--- src/rtl/rx_bert_seq.sv ---
// rx_bert_seq: runs one Rx BERT measurement per start pulse.
// Sequence: clear, self-seed, lock check, timed count, drain, snapshot.
module rx_bert_seq #(
   parameter int CountWidth  = 41,
   parameter int SeedCycles  = 64,
   parameter int LockCycles  = 8,
   parameter int LockTimeout = 1024,
   parameter int DwellWidth  = 32,
   parameter int DrainCycles = 3
) (
   input  logic                  i_clk,
   input  logic                  i_rst,
   input  logic                  i_en,
   input  logic                  i_start,
   input  logic                  i_abort,
   input  logic [DwellWidth-1:0] i_cfg_dwell,
   input  logic                  i_prbs_seed_good,
   input  logic                  i_ber_shutoff,
   input  logic [CountWidth-1:0] i_ber_count,
   input  logic [CountWidth-1:0] i_bit_count,
   output logic                  o_bert_clr,
   output logic                  o_prbs_en,
   output logic                  o_prbs_seed_en,
   output logic                  o_prbs_run_en,
   output logic                  o_ber_count_en,
   output logic                  o_busy,
   output logic                  o_done,
   output logic                  o_lock_fail,
   output logic [CountWidth-1:0] o_err_snap,
   output logic [CountWidth-1:0] o_bit_snap,
   output logic [2:0]            o_state
);
   typedef enum logic [2:0] {IDLE, CLEAR, SEED, CHECK, COUNT, DRAIN, DONE, FAIL} state_t;
   localparam int LockW = $clog2(LockCycles + 1);
   state_t state_q, state_d;
   logic [DwellWidth-1:0] timer_q, timer_d, dwell_q, dwell_d;
   logic [LockW-1:0] lock_q, lock_d;
   logic capture;
   // timer_q counts cycles spent in the current state; CAPTURE is the final DRAIN cycle
   always_comb begin
      state_d = state_q;
      capture = 1'b0;
      lock_d = (state_q == CHECK && i_prbs_seed_good) ? lock_q + 1'b1 : '0;
      case (state_q)
         IDLE, DONE, FAIL: state_d = i_start ? CLEAR : state_q;
         CLEAR: state_d = SEED;
         SEED: state_d = (timer_q == DwellWidth'(SeedCycles - 1)) ? CHECK : SEED;
         CHECK: state_d = (lock_d == LockW'(LockCycles)) ? COUNT :
                          (timer_q == DwellWidth'(LockTimeout - 1)) ? FAIL : CHECK;
         COUNT: state_d = (i_ber_shutoff || (dwell_q != '0 && timer_q == dwell_q - 1'b1)) ? DRAIN : COUNT;
         default: begin
            capture = timer_q == DwellWidth'(DrainCycles);
            state_d = capture ? DONE : DRAIN;
         end
      endcase
      if (i_abort) begin
         state_d = IDLE;
         capture = 1'b0;
      end
      timer_d = (state_d != state_q) ? '0 : (&timer_q) ? timer_q : timer_q + 1'b1;
      dwell_d = (state_q == CHECK && state_d == COUNT) ? i_cfg_dwell : dwell_q;
   end
   always_ff @(posedge i_clk or posedge i_rst) begin
      if (i_rst) begin
         state_q <= IDLE;
         timer_q <= '0;
         dwell_q <= '0;
         lock_q <= '0;
         o_bert_clr <= 1'b0;
         o_prbs_en <= 1'b0;
         o_prbs_seed_en <= 1'b0;
         o_prbs_run_en <= 1'b0;
         o_ber_count_en <= 1'b0;
         o_busy <= 1'b0;
         o_done <= 1'b0;
         o_lock_fail <= 1'b0;
         o_err_snap <= '0;
         o_bit_snap <= '0;
      end else if (i_en) begin
         state_q <= state_d;
         timer_q <= timer_d;
         dwell_q <= dwell_d;
         lock_q <= lock_d;
         o_bert_clr <= state_d == CLEAR;
         o_prbs_en <= state_d inside {SEED, CHECK, COUNT, DRAIN};
         o_prbs_seed_en <= state_d == SEED;
         o_prbs_run_en <= state_d inside {SEED, CHECK, COUNT, DRAIN};
         o_ber_count_en <= state_d == COUNT;
         o_busy <= state_d inside {CLEAR, SEED, CHECK, COUNT, DRAIN};
         o_done <= state_d == DONE;
         o_lock_fail <= state_d == FAIL;
         if (capture) begin
            o_err_snap <= i_ber_count;
            o_bit_snap <= i_bit_count;
         end
      end
   end
   assign o_state = state_q;
endmodule

--- config.mk ---
export PLATFORM = sky130hd
export DESIGN_NAME = rx_bert_seq
export DESIGN_NICKNAME = d
export VERILOG_FILES = /design/src/rtl/rx_bert_seq.sv
export SDC_FILE = /design/constraint.sdc
export NUM_CORES = 1
export LEC_CHECK = 0
export ABC_AREA = 1
export ABC_CLOCK_PERIOD_IN_PS = 8100
export BUFFER_PORTS_ARGS = -buffer_cell sky130_fd_sc_hd__buf_2
export CAP_MARGIN = 20
export CORE_ASPECT_RATIO = 0.7
export CORE_UTILIZATION = 35
export DETAILED_ROUTE_END_ITERATION = 10
export HOLD_SLACK_MARGIN = 0.08
export PLACE_DENSITY = 0.53
export SLEW_MARGIN = 0
export SYNTH_ARGS = -nofsm -noshare
export SYNTH_HDL_FRONTEND = slang
export SYNTH_SLANG_ARGS = --single-unit
--- constraint.sdc ---
create_clock -name i_clk -period 8.1 [get_ports i_clk]
set_clock_uncertainty 0.2 [all_clocks]
set_input_delay 1.62 -clock i_clk [delete_from_list [all_inputs] [get_ports i_clk]]
set_output_delay 1.62 -clock i_clk [all_outputs]
set_load 0.005 [all_outputs]
==> flow_summary.rst, run 1 <==
.. list-table::
   :header-rows: 1

   * - Metric
     - Value
   * - Run status
     - finished, final reports clean
   * - Buffer depth of the longest clock path
     - 2
   * - DRC violation count after routing
     - 0
   * - Critical path capture point type
     - register
   * - Final-layout worst hold slack
     - about 0.28 ns
   * - Final Instance Area
     - 0.0105 sq mm
   * - Die Wd
     - 189 um
   * - Unique cell type count in the Yosys netlist
     - 44
   * - GRT Total Usage
     - 0.174
   * - Largest net degree at the start of global routing
     - 99
   * - Post-Synthesis Cells
     - approximately 930
   * - Final antenna diode count
     - 0
   * - Most frequent cells in the layout
     - sky130_fd_sc_hd__buf_2, sky130_fd_sc_hd__nand2_1, sky130_fd_sc_hd__dfrtp_1, sky130_fd_sc_hd__nor2_1, sky130_fd_sc_hd__inv_1
   * - # setup viols final
     - 0
   * - FF+latch count, synth
     - 160
   * - CTS tree
     - done
   * - FP Rows
     - 47
   * - Hold Buf Count CTS
     - 0
   * - Max-Slew Margin vs Limit
     - 0.392
   * - Net count reported at finish
     - about 1300
   * - GR met2 Demand/Resource
     - 0.248
   * - Overall die area
     - about 0.025 sq mm
   * - Crit Path Max Fanout
     - 64
   * - Leak pwr
     - 5.47 nW
   * - Count of boundary I/O pins
     - between 200 and 250
   * - TNS Setup
     - 0 ns
   * - Data arrival time of the critical path
     - between 4 and 5 ns
   * - Global Route met1 Usage
     - 0.256
   * - Final count of pins violating max slew
     - 0
   * - Number of antenna violations at the first check in global routing
     - 0
   * - Length of the first detailed-routing pass in iterations
     - 5
   * - Last weighted congestion value of the routability-driven placer
     - a little under 0.9
   * - Crit-path leading delay family
     - simple AND/OR/NAND/NOR gates
   * - Grt met3 use
     - 0.0501
   * - Pwr dens
     - 179 mW/mm^2
   * - First-pass GRT wire length
     - around 34 mm
   * - Synthesized netlist net count
     - roughly 1000
   * - Clock buffers created by TritonCTS
     - 17
   * - Most frequent standard cell in the layout excluding fill and tap cells
     - sky130_fd_sc_hd__buf_2
   * - Crit share post-route
     - 0.542
   * - Worst path most repeated cell
     - sky130_fd_sc_hd__nor2_1
   * - Number of flops mapped to enable cells by yosys
     - 0
   * - Starting density of the core
     - 0.360
   * - Setup repair after global routing missed its margin
     - no
   * - Port buffer count
     - 213
   * - Placed standard-cell area
     - roughly 0.0099 sq mm
   * - Number of global-route vias before repair
     - 6702
   * - Number of buffer and inverter stages on the critical path
     - 4
   * - Gates resized, CTS repair
     - 0
   * - Depth of the CTS H-tree
     - 4
   * - DR vias
     - 6860
   * - Clk slew on worst S/H paths
     - 0.06 ns
   * - Via density per instance
     - 4.68
   * - Setup Buffers After CTS
     - 0
   * - Maximum clock rate
     - 228 MHz
   * - Detailed Place HPWL
     - 15.6 mm
   * - Routed wirelength normalized by instance count
     - 14.4 um
   * - Remaining global-route overflow
     - 0
   * - Die Ht
     - about 130 um
   * - Period minus WS final
     - 4.39 ns
   * - Total of max-cap violations
     - 0
   * - Maximum cell stage delay along the critical path
     - 0.62 ns
   * - Busiest grt layer
     - met1
   * - Number of nets still failing antenna checks after routing
     - 0
   * - Startpoint Class
     - input pin
   * - Netlist area before placement
     - 0.00856 sq mm
   * - Cell at the root of the clock tree
     - sky130_fd_sc_hd__clkbuf_16
   * - Fraction of final layout cells sized beyond drive strength 1
     - 0.370
   * - CORE AREA
     - between 0.02 and 0.025 sq mm
   * - Worst path slowest cell
     - sky130_fd_sc_hd__nand3_4
   * - Clock network latency to the later pin of the worst-skew pair
     - 0.43 ns
   * - Required time worst endpoint
     - approximately 8.2 ns
   * - Transition time at the pin with the least slew margin
     - approximately 0.9 ns
   * - Iteration-0 DRC Markers
     - 344
   * - Cells traversed along the worst timing path
     - buf_2 > buf_4 > clkinv_1 > nor2_1 > inv_1 > nor2_2 > nand3_4 > nor2_1 > a21oi_2
   * - Crit path kind
     - in2reg
   * - Max IR drop VDD
     - 0.136 mV
   * - Type of the tightest min-delay check
     - reg2reg
   * - Fraction of registers with async set/reset
     - 1.00
   * - Overall routed net length
     - 21.1 mm
   * - Clk sinks
     - 160
   * - FILL cells
     - 2404
   * - Share of the yosys chip area belonging to registers
     - 0.467
   * - Yosys warning count
     - 0
   * - Syn-to-layout area delta
     - 22.5%
   * - Average instance area after synthesis
     - 9.26 sq um
   * - Final hold violation count
     - 0
   * - Prevailing post-synth register cell
     - sky130_fd_sc_hd__dfrtp_1
## where the power goes
group	leakage [nW]	switching [W]	internal (W)
sequential	2.16	0.0000181	0.000813
combinational	3.02	0.000113	0.0000586
clock	0.293	0.000348	0.000527
total	5.47	0.000479	0.00140
## per-stage QoR
step / worst slack (ns) / util / cells / total power (W)
after detailed placement: 3.25 / 0.414 / 1433 / 0.00102
after floorplan: 1.96 / - / 925 / 0.000982
after global placement: 3.38 / 0.414 / 1433 / 0.00102
final: 3.71 / 0.440 / 1465 / 0.00188
after CTS: 3.71 / 0.440 / 1465 / 0.00190
after global routing: 3.40 / 0.440 / 1465 / 0.00196
## worst paths after layout
| kind | slack [ns] | depth (start not counted) | to | start |
|---|---|---|---|---|
| setup / recovery | 3.71 | 9 | dwell_q[27]$_DFFE_PP0P_ | i_en |
| hold / removal | 0.28 | 2 | lock_q[3]$_DFFE_PP0P_ | lock_q[3]$_DFFE_PP0P_ |
| setup reg to reg | 4.37 | 21 | dwell_q[27]$_DFFE_PP0P_ | dwell_q[0]$_DFFE_PP0P_ |
| hold reg to reg | 0.28 | 2 | lock_q[3]$_DFFE_PP0P_ | lock_q[3]$_DFFE_PP0P_ |
| max in group asynchronous | 5.12 | 3 | dwell_q[1]$_DFFE_PP0P_ | i_rst |
| min in group asynchronous | 1.16 | 2 | o_err_snap[37]$_DFFE_PP0P_ | i_rst |
## flip-flops by register name (all words and copies together), names as in the netlist
register        flops
timer_q            32
o_prbs_seed_en      1
dwell_q            32
lock_q              4
o_bert_clr          1
o_prbs_run_en       1
o_ber_count_en      1
o_busy              1
o_err_snap         41
o_lock_fail         1
o_state             3
o_bit_snap         41
o_done              1
## routing by layer
metal,vias up,part of all wire
li1,3421,-
met1,3226,0.52
met2,198,0.40
met3,15,0.072
met4,0,0.0081
met5,-,0
## tightest hold or removal path: cells and delay by family, from the launching register on
| family | cells | cell delay (ns) |
|---|---|---|
| AO/OA/AOI/OAI | 1 | 0.06 |
| flip-flops | 1 | 0.34 |
| AND/OR/NAND/NOR | 1 | 0.05 |
## cells in the mapped netlist, types with 2 or more instances
master	number	area share
sky130_fd_sc_hd__nor3_1	15	0.0088
sky130_fd_sc_hd__nand2_2	10	0.0073
sky130_fd_sc_hd__xor2_1	44	0.045
sky130_fd_sc_hd__nand3b_1	4	0.0035
sky130_fd_sc_hd__o31ai_1	2	0.0018
sky130_fd_sc_hd__buf_12	3	0.0070
sky130_fd_sc_hd__and2_1	2	0.0015
sky130_fd_sc_hd__o21ai_0	24	0.014
sky130_fd_sc_hd__xnor2_1	12	0.012
sky130_fd_sc_hd__nand4_1	12	0.0088
sky130_fd_sc_hd__nand2_4	3	0.0039
sky130_fd_sc_hd__buf_4	4	0.0035
sky130_fd_sc_hd__clkbuf_1	14	0.0061
sky130_fd_sc_hd__dfrtp_1	160	0.47
sky130_fd_sc_hd__nand3_1	45	0.026
sky130_fd_sc_hd__nor2_2	20	0.015
sky130_fd_sc_hd__nand2_1	174	0.076
sky130_fd_sc_hd__nor2_1	102	0.045
sky130_fd_sc_hd__nor2_4	6	0.0079
sky130_fd_sc_hd__ha_1	3	0.0044
sky130_fd_sc_hd__buf_6	3	0.0039
sky130_fd_sc_hd__o21bai_1	2	0.0018
sky130_fd_sc_hd__inv_2	3	0.0013
sky130_fd_sc_hd__o21ai_1	20	0.012
sky130_fd_sc_hd__mux2_2	82	0.11
sky130_fd_sc_hd__a21oi_2	45	0.046
sky130_fd_sc_hd__inv_1	88	0.039
sky130_fd_sc_hd__a21oi_1	6	0.0035
sky130_fd_sc_hd__nand3_4	2	0.0041
## cells by family (layout without fill, tap and decap cells)
family	Yosys count	after routing	share of synthesized area
buffers and inverters	119	341	0.0638
AOI/OAI and AO/OA	102	102	0.0815
and+or+nand+nor	403	403	0.218
muxes	82	82	0.108
adders and majority gates	3	3	0.00438
DFF	160	160	0.467
xor gates and xnor gates	56	56	0.0573
## layout make-up
class / instances / area, sq um / area share
flip-flops and latches: 160 / 4000 / 0.382
multi-input cells: 646 / 4010 / 0.383
clock inverters: 12 / 181 / 0.0173
well taps: 318 / 398 / 0.0379
clock buffers: 20 / 447 / 0.0426
repair buffers: 217 / 1100 / 0.104
inverters: 92 / 350 / 0.0334
Note: power is estimated with default switching activity, not from simulation.
==> run 2, diff against run 1 <==
Settings changed: ABC_CLOCK_PERIOD_IN_PS 8100 to 3850, PLACE_DENSITY 0.53 to 0.56.
Clock period 8.1 ns to 3.85 ns, I/O delays scaled along.
==> flow_summary.rst, run 2 (synthesis gave the netlist of run 1 again) <==
.. list-table::
   :header-rows: 1

   * - Metric
     - Value
   * - Crit-path leading delay family
     - simple AND/OR/NAND/NOR gates
   * - Gates resized, CTS repair
     - 0
   * - Pwr dens
     - roughly 370 mW/mm^2
   * - Clock network latency to the later pin of the worst-skew pair
     - 0.43 ns
   * - Most frequent standard cell in the layout excluding fill and tap cells
     - sky130_fd_sc_hd__buf_2
   * - Net count reported at finish
     - 1267
   * - DRC violation count after routing
     - 0
   * - Count of boundary I/O pins
     - 214
   * - Largest net degree at the start of global routing
     - 83
   * - Clock buffers created by TritonCTS
     - 17
   * - DR vias
     - 6883
   * - Fraction of final layout cells sized beyond drive strength 1
     - 0.376
   * - Overall routed net length
     - 21.9 mm
   * - GRT Total Usage
     - 0.181
   * - Iteration-0 DRC Markers
     - 466
   * - Detailed Place HPWL
     - 16.6 mm
   * - Type of the tightest min-delay check
     - reg2reg
   * - Run status
     - finished, final reports clean
   * - Clk sinks
     - 160
   * - Period minus WS final
     - 3.48 ns
   * - CTS tree
     - done
   * - Crit Path Max Fanout
     - 23
   * - Startpoint of the worst-slack reg-to-reg timing path
     - dwell_q[0]$_DFFE_PP0P_
   * - TNS Setup
     - 0 ns
   * - Maximum clock rate
     - between 200 and 300 MHz
   * - Core Util, Final
     - 0.444
   * - Number of antenna violations at the first check in global routing
     - 0
   * - Final antenna diode count
     - 0
   * - Remaining global-route overflow
     - 0
   * - Buffer depth of the longest clock path
     - 2
   * - Leak pwr
     - approximately 5.5 nW
   * - Number of buffer and inverter stages on the critical path
     - 2
   * - Final-layout worst hold slack
     - 0.284 ns
   * - Transition time at the pin with the least slew margin
     - 1.07 ns
   * - Cell at the root of the clock tree
     - sky130_fd_sc_hd__clkbuf_16
   * - Overall die area
     - 0.0251 sq mm
   * - Most frequent cells in the layout
     - sky130_fd_sc_hd__buf_2, sky130_fd_sc_hd__nand2_1, sky130_fd_sc_hd__dfrtp_1, sky130_fd_sc_hd__nor2_1, sky130_fd_sc_hd__inv_1
   * - Depth of the CTS H-tree
     - 4
   * - Via density per instance
     - 4.67
   * - Number of nets still failing antenna checks after routing
     - 0
   * - Worst path most repeated cell
     - sky130_fd_sc_hd__nand2_1
   * - Syn-to-layout area delta
     - 23.3%
   * - Setup repair after global routing missed its margin
     - no
   * - # setup viols final
     - 0
   * - Layout Cells excl Fill
     - 1474
   * - Critical path capture point type
     - register
   * - Last weighted congestion value of the routability-driven placer
     - 0.895
   * - Crit path kind
     - reg2reg
   * - Required time worst endpoint
     - 3.95 ns
   * - FP Rows
     - 47
   * - Die Ht
     - approximately 130 um
   * - Port buffer count
     - 213
   * - Length of the first detailed-routing pass in iterations
     - 7
   * - Setup Buffers After CTS
     - 0
   * - Final count of pins violating max slew
     - 0
   * - Hold path startpoint
     - o_lock_fail$_DFFE_PP0P_
   * - Die Wd
     - 189 um
   * - Crit share post-route
     - 0.903
   * - CORE AREA
     - 0.0238 sq mm
   * - Max-Slew Margin vs Limit
     - 0.286
   * - Clk slew on worst S/H paths
     - about 0.07 ns
   * - Data arrival time of the critical path
     - 3.58 ns
   * - First-pass GRT wire length
     - 35.8 mm
   * - Startpoint Class
     - register
   * - Number of global-route vias before repair
     - 6873
   * - Max IR drop VDD
     - between 0.3 and 0.4 mV
   * - FILL cells
     - approximately 2300
   * - Worst setup path startpoint
     - dwell_q[0]$_DFFE_PP0P_
   * - Starting density of the core
     - 0.360
   * - Cells traversed along the worst timing path
     - inv_1 > ha_1 > nand2_2 > nor2_4 > nand2_1 > nand2_1 > nand2_1 > nor2_1 > nand3_1 > nor2_1 > nand3_1 > nor2_1 > nand2_1 > nand2_1 > nand2_1 > nand2_2 > nand2_4 > nand2_1 > nand2_2 > nand2_4 > buf_4 > a21oi_2
   * - Registers with the highest flip-flop counts
     - o_bit_snap: 41 flops, o_err_snap: 41 flops
   * - Final hold violation count
     - 0
   * - Placed insts
     - roughly 1400
   * - Maximum cell stage delay along the critical path
     - 0.38 ns
   * - Routed wirelength normalized by instance count
     - 14.8 um
   * - Total of max-cap violations
     - 0
   * - Worst path slowest cell
     - sky130_fd_sc_hd__dfrtp_1
   * - Hold Buf Count CTS
     - 0
## run 2: changes by cell type in the layout (fill, tap and decap cells not counted), sizes merged
cell and delta:
buf +9, clkinvlp +4, bufinv -2, clkbuf -2
## run 2: final cells by class
cell class	instances	area (sq um)	area share
clock inverters	14	159	0.0150
multi-input cells	646	4010	0.380
flip-flops and latches	160	4000	0.379
clock buffers	18	439	0.0416
repair buffers	226	1200	0.114
inverters	92	349	0.0330
well taps	318	398	0.0377
## run 2: path summary, 6_finish.rpt
check,endpoint,slack (ns),cells past startpoint
min reg2reg,o_lock_fail$_DFFE_PP0P_,0.28,2
max reg2reg,timer_q[5]$_DFFE_PP0P_,0.37,22
min in group asynchronous,o_err_snap[12]$_DFFE_PP0P_,0.33,2
max in group asynchronous,dwell_q[11]$_DFFE_PP0P_,2.26,3
min,o_lock_fail$_DFFE_PP0P_,0.28,2
max,timer_q[5]$_DFFE_PP0P_,0.37,22
## run 2: power breakdown
group	switching (W)	total [W]	internal, W
Clock	0.000736	0.00172	0.000982
Sequential	0.0000407	0.00175	0.00171
Combinational	0.000249	0.000388	0.000139
Total	0.00103	0.00386	0.00283
## run 2: routing by layer
layer  track usage  routed length (um)
met5             0                   0
met4        0.0430                 141
met3        0.0472                1590
met2         0.256                9030
met1         0.271               11100
## run 2: per-stage QoR
| stage | worst slack, ns | area (sq um) | power, W |
|---|---|---|---|
| final | 0.374 | 10600 | 0.00386 |
| after global placement | 0.477 | 9970 | 0.00217 |
| after global routing | 0.0934 | 10600 | 0.00404 |
| after floorplan | 0.851 | 8570 | 0.00207 |
| after CTS | 0.412 | 10600 | 0.00392 |
| after detailed placement | 0.422 | 9970 | 0.00217 |
## run 2: worst min-delay path: stages, from the launching register on
cell	delay [ns]
sky130_fd_sc_hd__dfrtp_1	0.34
sky130_fd_sc_hd__nand2_1	0.05
sky130_fd_sc_hd__o31ai_1	0.06
